==> config.mk <==
export PLATFORM = sky130hd
export DESIGN_NAME = ngalu_pipe_flat
export DESIGN_NICKNAME = d
export VERILOG_FILES = /design/src/rtl/ngalu_pkg.sv /design/src/rtl/ngalu_pipe_if.sv /design/src/rtl/ngalu_core.sv /design/src/rtl/ngalu_pipe.sv /design/src/flat_wrapper.sv
export SDC_FILE = /design/constraint.sdc
export NUM_CORES = 1
export LEC_CHECK = 0
export CORE_ASPECT_RATIO = 1.4
export CORE_UTILIZATION = 35
export DETAILED_ROUTE_END_ITERATION = 16
export GPL_TIMING_DRIVEN = 0
export PLACE_DENSITY = 0.55
export SLEW_MARGIN = 25
export SYNTH_ARGS = -nofsm -noshare
export SYNTH_HDL_FRONTEND = slang
export SYNTH_SLANG_ARGS = --single-unit
==> constraint.sdc <==
create_clock -name clk -period 7.25 [get_ports clk]
set_clock_uncertainty 0.2 [all_clocks]
set_input_delay 0.725 -clock clk [delete_from_list [all_inputs] [get_ports clk]]
set_output_delay 0.725 -clock clk [all_outputs]
set_load 0.005 [all_outputs]
==> src/rtl/ngalu_pkg.sv <==
// Shared types and constants for the pipelined ALU: opcode encodings,
// status-flag bit positions and the packed flag bundle.
package ngalu_pkg;

    typedef enum logic [2:0] {
        OP_AND = 3'b000,
        OP_OR  = 3'b001,
        OP_XOR = 3'b010,
        OP_NOT = 3'b011,
        OP_ADD = 3'b100,
        OP_SUB = 3'b101,
        OP_INC = 3'b110,
        OP_DEC = 3'b111
    } opcode_t;

    // Bit positions of the status flags within the 4-bit flags word.
    localparam int FLG_Z = 3;
    localparam int FLG_N = 2;
    localparam int FLG_C = 1;
    localparam int FLG_V = 0;

    // Field order matches the FLG_* positions: {Z,N,C,V}.
    typedef struct packed {
        logic z;
        logic n;
        logic c;
        logic v;
    } ngalu_flags_t;

endpackage

==> src/rtl/ngalu_pipe_if.sv <==
// Operation request / result bus of the pipelined ALU. The master side
// issues operations and consumes results; the slave side is the ALU.
interface ngalu_pipe_if
    import ngalu_pkg::*;
#(
    parameter int WIDTH = 16
);

    logic               in_valid;
    logic               in_ready;
    opcode_t            opcode;
    logic               zx;
    logic               sw;
    logic               use_acc;
    logic               acc_clr;
    logic [WIDTH-1:0]   reg1;
    logic [WIDTH-1:0]   reg2;
    logic               out_valid;
    logic               out_ready;
    logic [WIDTH-1:0]   result;
    ngalu_flags_t       flags;
    logic [WIDTH-1:0]   acc;

    modport master (
        output in_valid, opcode, zx, sw, use_acc, acc_clr, reg1, reg2, out_ready,
        input  in_ready, out_valid, result, flags, acc
    );

    modport slave (
        input  in_valid, opcode, zx, sw, use_acc, acc_clr, reg1, reg2, out_ready,
        output in_ready, out_valid, result, flags, acc
    );

endinterface

==> src/rtl/ngalu_core.sv <==
// Combinational ALU core: computes the result and {Z,N,C,V} for one
// operation on already-selected x/y operands.
module ngalu_core
    import ngalu_pkg::*;
#(
    parameter int WIDTH = 16
) (
    input  logic [WIDTH-1:0] x,
    input  logic [WIDTH-1:0] y,
    input  opcode_t          op,
    output logic [WIDTH-1:0] result,
    output ngalu_flags_t     flags
);

    logic               is_sub;
    logic [WIDTH-1:0]   b;
    logic [WIDTH:0]     ext;
    logic signed [WIDTH-1:0] xs;
    logic signed [WIDTH-1:0] bs;
    logic signed [WIDTH-1:0] rs;

    // Shared adder/subtractor: inc/dec reuse it with a constant 1 operand.
    // The extra MSB of ext is the carry for adds and the borrow for subtracts.
    always_comb begin
        is_sub = (op == OP_SUB) || (op == OP_DEC);
        b      = ((op == OP_ADD) || (op == OP_SUB)) ? y : {{(WIDTH-1){1'b0}}, 1'b1};
        ext    = is_sub ? ({1'b0, x} - {1'b0, b}) : ({1'b0, x} + {1'b0, b});
    end

    // Opcode decode, result select and flag generation.
    always_comb begin
        result = '0;
        flags  = '0;
        xs     = signed'(x);
        bs     = signed'(b);
        rs     = signed'(ext[WIDTH-1:0]);
        case (op)
            OP_AND:  result = x & y;
            OP_OR:   result = x | y;
            OP_XOR:  result = x ^ y;
            OP_NOT:  result = ~x;
            default: begin
                result  = ext[WIDTH-1:0];
                flags.c = ext[WIDTH];
                // Signed overflow: add overflows when operands share a sign the
                // result lacks; subtract when operands differ and the result
                // sign departs from the minuend.
                if (is_sub) begin
                    flags.v = ((xs < 0) != (bs < 0)) && ((rs < 0) != (xs < 0));
                end else begin
                    flags.v = ((xs < 0) == (bs < 0)) && ((rs < 0) != (xs < 0));
                end
            end
        endcase
        flags.z = (result == '0);
        flags.n = result[WIDTH-1];
    end

endmodule

==> src/rtl/ngalu_pipe.sv <==
// Two-stage pipelined ALU with valid/ready handshakes and an accumulator.
// S1 registers the request, the core computes between S1 and S2, S2 holds
// the result for the consumer. The accumulator is written on the S1->S2
// transfer, so each op sees the accumulator left by all earlier ops.
module ngalu_pipe
    import ngalu_pkg::*;
#(
    parameter int               WIDTH   = 16,
    parameter logic [WIDTH-1:0] ACC_RST = '0
) (
    input  logic          clk,
    input  logic          rst,
    ngalu_pipe_if.slave   bus
);

    logic               vld_p1;
    opcode_t            op_p1;
    logic               zx_p1;
    logic               sw_p1;
    logic               use_acc_p1;
    logic               clr_p1;
    logic [WIDTH-1:0]   reg1_p1;
    logic [WIDTH-1:0]   reg2_p1;

    logic               vld_p2;
    logic [WIDTH-1:0]   result_p2;
    ngalu_flags_t       flags_p2;

    logic [WIDTH-1:0]   acc_q;
    logic               adv2;
    logic               in_ready;
    logic [WIDTH-1:0]   x;
    logic [WIDTH-1:0]   y;
    logic [WIDTH-1:0]   core_res;
    ngalu_flags_t       core_flg;

    // Handshake: S2 advances when empty or drained; S1 moves with S2, so a
    // full pipe still accepts one op per cycle while the consumer drains.
    always_comb begin
        adv2     = !vld_p2 || bus.out_ready;
        in_ready = !vld_p1 || adv2;
    end

    // Operand selection from the S1 request; zx only affects x.
    always_comb begin
        x = zx_p1 ? '0 : (sw_p1 ? reg2_p1 : reg1_p1);
        y = use_acc_p1 ? acc_q : (sw_p1 ? reg1_p1 : reg2_p1);
    end

    ngalu_core #(
        .WIDTH (WIDTH)
    ) u_core (
        .x      (x),
        .y      (y),
        .op     (op_p1),
        .result (core_res),
        .flags  (core_flg)
    );

    // ---- Stage 1: request capture ----
    // S1 valid: loads on any cycle S1 can take a new op.
    always_ff @(posedge clk) begin
        if (rst) begin
            vld_p1 <= 1'b0;
        end else if (in_ready) begin
            vld_p1 <= bus.in_valid;
        end
    end

    // S1 data: captured only on an accepted op.
    always_ff @(posedge clk) begin
        if (in_ready && bus.in_valid) begin
            op_p1      <= bus.opcode;
            zx_p1      <= bus.zx;
            sw_p1      <= bus.sw;
            use_acc_p1 <= bus.use_acc;
            clr_p1     <= bus.acc_clr;
            reg1_p1    <= bus.reg1;
            reg2_p1    <= bus.reg2;
        end
    end

    // ---- Stage 2: result register ----
    // S2 holds result/flags stable under backpressure, loads on S1->S2 transfer.
    always_ff @(posedge clk) begin
        if (rst) begin
            vld_p2    <= 1'b0;
            result_p2 <= '0;
            flags_p2  <= '0;
        end else if (adv2) begin
            vld_p2 <= vld_p1;
            if (vld_p1) begin
                result_p2 <= core_res;
                flags_p2  <= core_flg;
            end
        end
    end

    // Accumulator: written exactly when an op leaves S1, never during reset.
    always_ff @(posedge clk) begin
        if (rst) begin
            acc_q <= ACC_RST;
        end else if (vld_p1 && adv2) begin
            acc_q <= clr_p1 ? ACC_RST : core_res;
        end
    end

    assign bus.in_ready  = in_ready;
    assign bus.out_valid = vld_p2;
    assign bus.result    = result_p2;
    assign bus.flags     = flags_p2;
    assign bus.acc       = acc_q;

endmodule

==> src/flat_wrapper.sv <==
// flat-port wrapper written by rule: the top's interface ports become plain ports
module ngalu_pipe_flat import ngalu_pkg::*;
#(
    parameter int               WIDTH   = 16,
    parameter logic [WIDTH-1:0] ACC_RST = '0
)
  (clk, rst, bus_in_valid, bus_opcode, bus_zx, bus_sw, bus_use_acc, bus_acc_clr, bus_reg1, bus_reg2, bus_out_ready, bus_in_ready, bus_out_valid, bus_result, bus_flags, bus_acc);
  ngalu_pipe_if #(.WIDTH(WIDTH)) bus_i ();
  input  logic clk;
  input  logic rst;
  input wire logic [$bits(bus_i.in_valid)-1:0] bus_in_valid;
  input wire logic [$bits(bus_i.opcode)-1:0] bus_opcode;
  input wire logic [$bits(bus_i.zx)-1:0] bus_zx;
  input wire logic [$bits(bus_i.sw)-1:0] bus_sw;
  input wire logic [$bits(bus_i.use_acc)-1:0] bus_use_acc;
  input wire logic [$bits(bus_i.acc_clr)-1:0] bus_acc_clr;
  input wire logic [$bits(bus_i.reg1)-1:0] bus_reg1;
  input wire logic [$bits(bus_i.reg2)-1:0] bus_reg2;
  input wire logic [$bits(bus_i.out_ready)-1:0] bus_out_ready;
  output wire logic [$bits(bus_i.in_ready)-1:0] bus_in_ready;
  output wire logic [$bits(bus_i.out_valid)-1:0] bus_out_valid;
  output wire logic [$bits(bus_i.result)-1:0] bus_result;
  output wire logic [$bits(bus_i.flags)-1:0] bus_flags;
  output wire logic [$bits(bus_i.acc)-1:0] bus_acc;
  assign bus_i.in_valid = bus_in_valid;
  assign bus_i.opcode = bus_opcode;
  assign bus_i.zx = bus_zx;
  assign bus_i.sw = bus_sw;
  assign bus_i.use_acc = bus_use_acc;
  assign bus_i.acc_clr = bus_acc_clr;
  assign bus_i.reg1 = bus_reg1;
  assign bus_i.reg2 = bus_reg2;
  assign bus_i.out_ready = bus_out_ready;
  assign bus_in_ready = bus_i.in_ready;
  assign bus_out_valid = bus_i.out_valid;
  assign bus_result = bus_i.result;
  assign bus_flags = bus_i.flags;
  assign bus_acc = bus_i.acc;
  ngalu_pipe #(.WIDTH(WIDTH), .ACC_RST(ACC_RST)) u_core (.clk(clk), .rst(rst), .bus(bus_i));
endmodule
== Word level (Yosys, flattened, before mapping) ==
Index checks and enable logic that the tools add are counted.

* Word-level logic and storage cells: 57
* Register bits after elaboration: 77
* Output and inout port bits: 38

* Bitwise operators: 4
* Muxes and demuxes: 10
* Equal/unequal tests: 9
* Magnitude comparators: 3
* Add/sub/neg operators: 2
* Reductions and logical operators: 14

{| class="wikitable"
|+ Operators by type and width
! operator !! number
|-
| 16-bit 2-to-1 mux || 6
|-
| 16-bit one-hot mux with 4 select lines || 1
|-
| 16-bit by 1-bit less-than comparator with 1-bit output, second input constant || 3
|-
| 16-bit by 16-bit adder with 17-bit output || 1
|-
| 17-bit 2-to-1 mux || 1
|-
| 16-bit by 16-bit subtractor with 17-bit output || 1
|-
| 16-bit bitwise AND || 1
|-
| 16-bit logical NOT || 1
|-
| 16-bit NOT || 1
|-
| 16-bit bitwise OR || 1
|-
| 16-bit XOR || 1
|-
| 3-bit equality test, second input constant || 3
|-
| 3-bit by 2-bit equality test with 1-bit output, second input constant || 2
|-
| 1-bit logical AND || 4
|-
| 1-bit logical OR || 4
|-
| 4-bit OR reduction || 1
|-
| 3-bit by 1-bit equality test with 1-bit output, second input constant || 1
|-
| 3-bit logical NOT || 1
|-
| 1-bit logical NOT || 2
|-
| 2-bit 2-to-1 mux || 1
|-
| 1-bit != test || 2
|-
| 2-bit AND reduction || 1
|-
| 1-bit equality test || 1
|-
| 1-bit 2-to-1 mux || 1
|}

== Depth between registers and ports, before layout ==
* Word-level depth: 10
* Depth in mapped cells: 19
* Depth with buffers taken out: 17

== Cells and area by module ==
Synthesis repeated with hierarchy kept, for this count alone.

* Cells, all modules: 654
* Area, all modules: 5831.8 µm²

{| class="wikitable"
|+ Modules (own cells, without submodules)
! module !! instances !! cells each !! area each (µm²)
|-
| ngalu_pipe || 1 || 302 || 3269.4
|-
| ngalu_core || 1 || 352 || 2562.5
|}

== Least setup slack after synthesis ==
Ideal clock, no wire load.

* Path kind: register to register
* Start: register u_core.sw_p1
* End: register u_core.acc_q[15] (netlist: u_core.bus.acc[15])
* Path buffers: 2
* Period minus slack after synthesis: 4.071 ns
* Cell stages (with the launch flop): 20
* Setup time: 0.128 ns
* Arrival time: 3.743 ns
* Slack: 3.179 ns
* Data required time: 6.922 ns
* Cells stage by stage: edfxtp_1 buf_6 buf_12 mux2i_4 o211ai_1 or4_4 nor2_2 nand2_2 o311ai_1 o41ai_1 a21o_1 ha_1 nor3_1 a311oi_2 and2_0 o21ai_0 and3_1 a211oi_2 a2bb2oi_1 nor2_1

* Longest elaborated chain between the ends: 7
* Elaborated cells between the ends (all ways): 14
* Classes of those cells: 2 x add/sub; 8 x mux; 4 x bitwise

{| class="wikitable"
|+ RTL lines
! element !! line !! RTL
|-
| start: declaration || ngalu_pipe.sv:19 || <nowiki>logic sw_p1;</nowiki>
|-
| start signal: assignment || ngalu_pipe.sv:75 || <nowiki>sw_p1 <= bus.sw;</nowiki>
|-
| 16-bit 2-to-1 mux (2 in a row) || ngalu_pipe.sv:47 || <nowiki>y = use_acc_p1 ? acc_q : (sw_p1 ? reg1_p1 : reg2_p1);</nowiki>
|-
| 16-bit 2-to-1 mux || ngalu_core.sv:26 || <nowiki>b = ((op == OP_ADD) || (op == OP_SUB)) ? y : {{(WIDTH-1){1'b0}}, 1'b1};</nowiki>
|-
| 16-bit by 16-bit adder with 17-bit output / 16-bit by 16-bit subtractor with 17-bit output (equally long branches) || ngalu_core.sv:27 || <nowiki>ext = is_sub ? ({1'b0, x} - {1'b0, b}) : ({1'b0, x} + {1'b0, b});</nowiki>
|-
| 17-bit 2-to-1 mux || ngalu_core.sv:27 ||
|-
| 16-bit one-hot mux with 4 select lines (*) || ngalu_core.sv:37 || <nowiki>case (op)</nowiki>
|-
| 16-bit 2-to-1 mux (*) || ngalu_pipe.sv:104 || <nowiki>acc_q <= clr_p1 ? ACC_RST : core_res;</nowiki>
|-
| end signal: assignment || ngalu_pipe.sv:104 ||
|-
| end: declaration || ngalu_pipe.sv:29 || <nowiki>logic [WIDTH-1:0] acc_q;</nowiki>
|}

Every way passes the cells marked *; elsewhere a longest branch is shown, timed or not.
A chain may end at the register's enable or synchronous reset.

== Final worst setup path ==
* Start: register u_core.op_p1[2]
* End: register u_core.flags_p2, in the netlist u_core.bus.flags[3]

* Longest elaborated chain between the ends: 7
* Elaborated cells between the ends (all ways): 15
* Classes of those cells: 2 x add/sub; 6 x eq/ne; 3 x mux; 4 x reduce/logical

{| class="wikitable"
|+ RTL lines
! element !! line !! RTL
|-
| start: declaration || ngalu_pipe.sv:17 || <nowiki>opcode_t op_p1;</nowiki>
|-
| start signal: assignment || ngalu_pipe.sv:73 || <nowiki>op_p1 <= bus.opcode;</nowiki>
|-
| 3-bit equality test, on equally long branches || ngalu_core.sv:26, ngalu_core.sv:25 ||
|-
| 1-bit logical OR || ngalu_core.sv:26 ||
|-
| 16-bit 2-to-1 mux || ngalu_core.sv:26 ||
|-
| 16-bit by 16-bit adder with 17-bit output / 16-bit by 16-bit subtractor with 17-bit output (equally long branches) || ngalu_core.sv:27 ||
|-
| 17-bit 2-to-1 mux || ngalu_core.sv:27 ||
|-
| 16-bit one-hot mux with 4 select lines (*) || ngalu_core.sv:37 ||
|-
| 16-bit logical NOT (*) || ngalu_core.sv:55 || <nowiki>flags.z = (result == '0);</nowiki>
|-
| end signal: assignment || ngalu_pipe.sv:94 || <nowiki>flags_p2 <= core_flg;</nowiki>
|-
| end: declaration || ngalu_pipe.sv:27 || <nowiki>ngalu_flags_t flags_p2;</nowiki>
|}

Marked as above.

==> run summary <==
Post-synth EDFFs = 39
Via density = 5.47
total iterations of the first detailed-routing run = 11
largest net degree at the start of global routing = 34
Power Density = 184 nW/µm²
Worst EP required = 7.33 ns
IO Port Bufs = 80
gr usage total = 22.2%
GPL Wtd Cong = 0.928
critical path's slowest cell = clkbuf_1
starting DRC count in detailed routing = 314
Setup TNS Final = 0 ns
Cell Count, Final, Fillers Out = 972
clock share of power = 34.3%
delay-heaviest family, CP = simple AND/OR/NAND/NOR gates
Comb power frac = 28.6%
CTS tree = done
busiest grt layer = met2
RR Startpoint = u_core.op_p1[2]$_DFFE_PP_
CTS Buf Count = 9
Layout area overhead = 23.3%
period utilisation layout = 75.5%
syn_nets = 768
Reg area = 1910 µm²
first-pass GRT wire length = 29,300 µm
post-route ant nets = 0
Worst Hold Class = flop to flop
DR WL/cell = 18.9 µm
status = complete, but fails checks
count of final setup violators = 0
DRC viols = 6
crit path kind = flop to flop
Fillers = 1,644
Setup crit start = u_core.op_p1[2]$_DFFE_PP_
Period minus WS final = 5.47 ns
ANT cells = 0
Synthesis Warnings = 0
DP HPWL = 15,100 µm
Yosys reg bits = 76
met3 GRT Util = 2.73%
Post-DP Area = 6960 µm²
Slew @ Worst Pin = 0.755 ns
Final nets = 860
Std-Cell Rows = 55
Max Transition Viols Final = 0
Synth Flop Type = edfxtp_1
Rel. slew slack = 48.3%
startpoint types = flop
met2 usage = 40.2%
Post-CTS Repair Setup Buffers = 0
area of the multi-input gates = 3600 µm²
Die Y = 156 µm
initial core utilization = 36.1%
TritonCTS Sinks = 76
io pins = 81
failing checks = DRC
Fin. Hold Viols = 0
sw frac = 30.4%
Slowest Stage Delay on Critical Path = 0.52 ns
ys async rst share = 0%
vias = 5,312
final instance area = 7270 µm²
r2r setup slk = 1.78 ns
post-cts sizing count = 0
Placed Cells = 956
vias in the first global route = 5,342
worst hold margin = 0.257 ns
grt ovf = 0
core area = 16,300 µm²
Syn Area/Cell = 8.71 µm²
most used cell, CP = clkbuf_1
CP bufs+invs = 4
hold path start = u_core.bus.result[8]$_SDFFE_PP0P_
share of cells above drive strength 1 = 7.76%
crit-path cells = buf_2 > clkbuf_1 > clkbuf_1 > and2_1 > clkbuf_1 > nand2_1 > a32o_1 > fa_1 > nand2b_1 > a211oi_2 > o21ai_1 > and3_1 > nor4_1 > and4b_1 > nand4_1 > nand2_1
sequential fraction of the synthesis area = 32.5%
CP max FO = 10
Reg clk slew, reported paths = 0.06 ns
Pleak = 2.95 nW
RSZ-0062 raised after global routing = no
GRT met1 Usage = 25.7%
Reg power frac = 37.1%
final wirelength = 18,400 µm
sw power = 406 µW
cells after synthesis = 676
max-capacitance violation count = 0
clock root cell = clkbuf_16
clock tree buffer depth = 2
initial antenna violation count = 0
Setup crit end kind = flop
full die area = 17,400 µm²
# H-tree levels = 3
peak supply drop = 0.0834 mV
WP data arrival = 5.56 ns
library cells used by synthesis = 76
worst skew pair latency = 0.35 ns
Internal = 930 µW
Highest Clock Rate = 0.183 GHz
hold buffers post-CTS = 0
mapped cell area = 5890 µm²
die width = 112 µm
==> metrics by stage <==
step,total power [mW],setup WS (ns),utilization [%]
after floorplan,0.753,3.18,-
after global placement,0.876,1.84,42.6
after detailed placement,0.884,1.85,42.7
after CTS,1.35,1.82,44.5
after global routing,1.41,1.49,44.5
final,1.34,1.78,44.5
==> logic make-up after synthesis <==
kind of cell	share of synthesized area (%)
buffers and inverters	6.50
flip-flops	32.5
AO/OA/AOI/OAI	20.2
AND/OR/NAND/NOR	20.7
XOR/XNOR	1.78
multiplexers	7.86
adder cells (fa/ha/maj)	10.5
==> path summary, 6_finish.rpt <==
path | end | depth (start not counted)
setup reg to reg | u_core.bus.flags[3]$_SDFFE_PP0P_ | 16
hold / removal | u_core.bus.result[8]$_SDFFE_PP0P_ | 2
hold reg to reg | u_core.bus.result[8]$_SDFFE_PP0P_ | 2
setup / recovery | u_core.bus.flags[3]$_SDFFE_PP0P_ | 16
==> power by group through the flow <==
| stage | Clock [mW] | Combinational (mW) | Sequential, mW |
|---|---|---|---|
| floorplan | 0 | 0.252 | 0.501 |
| global placement | 0 | 0.371 | 0.505 |
| detailed placement | 0 | 0.379 | 0.506 |
| CTS | 0.469 | 0.381 | 0.496 |
| global route | 0.486 | 0.422 | 0.499 |
| finish | 0.458 | 0.382 | 0.496 |
==> worst min-delay path: stages, from the launching register on <==
cell     delay [ns]
dfxtp_1        0.30
nand2_1        0.05
a21oi_1        0.05
==> final cells by class <==
type	instances	area share, %
Buffer	41	3.10
Clock buffer	11	3.50
Clock inverter	5	0.689
Inverter	42	2.17
Multi-Input combinational cell	517	49.5
Sequential cell	76	26.3
Tap cell	199	3.43
Timing Repair Buffer	81	11.3
==> cell usage after synthesis, drive strengths merged, types with 8 or more instances <==
master | instances | area share (%)
buf | 16 | 2.2
o21ai | 34 | 2.9
nand2b | 10 | 1.1
or3 | 10 | 1.1
nand2 | 53 | 3.5
a211oi | 24 | 3.2
or2 | 8 | 0.89
a21oi | 30 | 2.6
nor3 | 22 | 1.9
a21o | 8 | 1.0
clkbuf | 25 | 1.6
a22oi | 8 | 1.0
mux2i | 36 | 6.3
inv | 41 | 2.6
nor2 | 77 | 4.9
ha | 48 | 10
nand3 | 15 | 1.3
nor2b | 17 | 1.8
dfxtp | 37 | 13
edfxtp | 39 | 20
==> placed cells by master (no fill, tap or decap), drive strengths merged, types with 17 or more instances in the layout <==
cell,count
a211oi,24
a21oi,30
buf,17
clkbuf,36
clkdlybuf4s50,80
dfxtp,37
edfxtp,39
ha,48
inv,41
mux2i,36
nand2,53
nor2,77
nor2b,17
nor3,22
o21ai,34
==> state kept, by name (all words and copies together), names as in the netlist, 3 cells and up <==
signal / count
u_core.bus.acc: 16
u_core.reg1_p1: 16
u_core.reg2_p1: 16
u_core.bus.result: 15
u_core.bus.flags: 4
u_core.op_p1: 3
==> layer usage <==
metal	vias to the layer above	share of wire, %
met5	-	0
met4	0	3.4
met3	38	3.7
met2	155	51
met1	2475	42
li1	2644	-
Note: power is estimated with default switching activity, not from simulation.
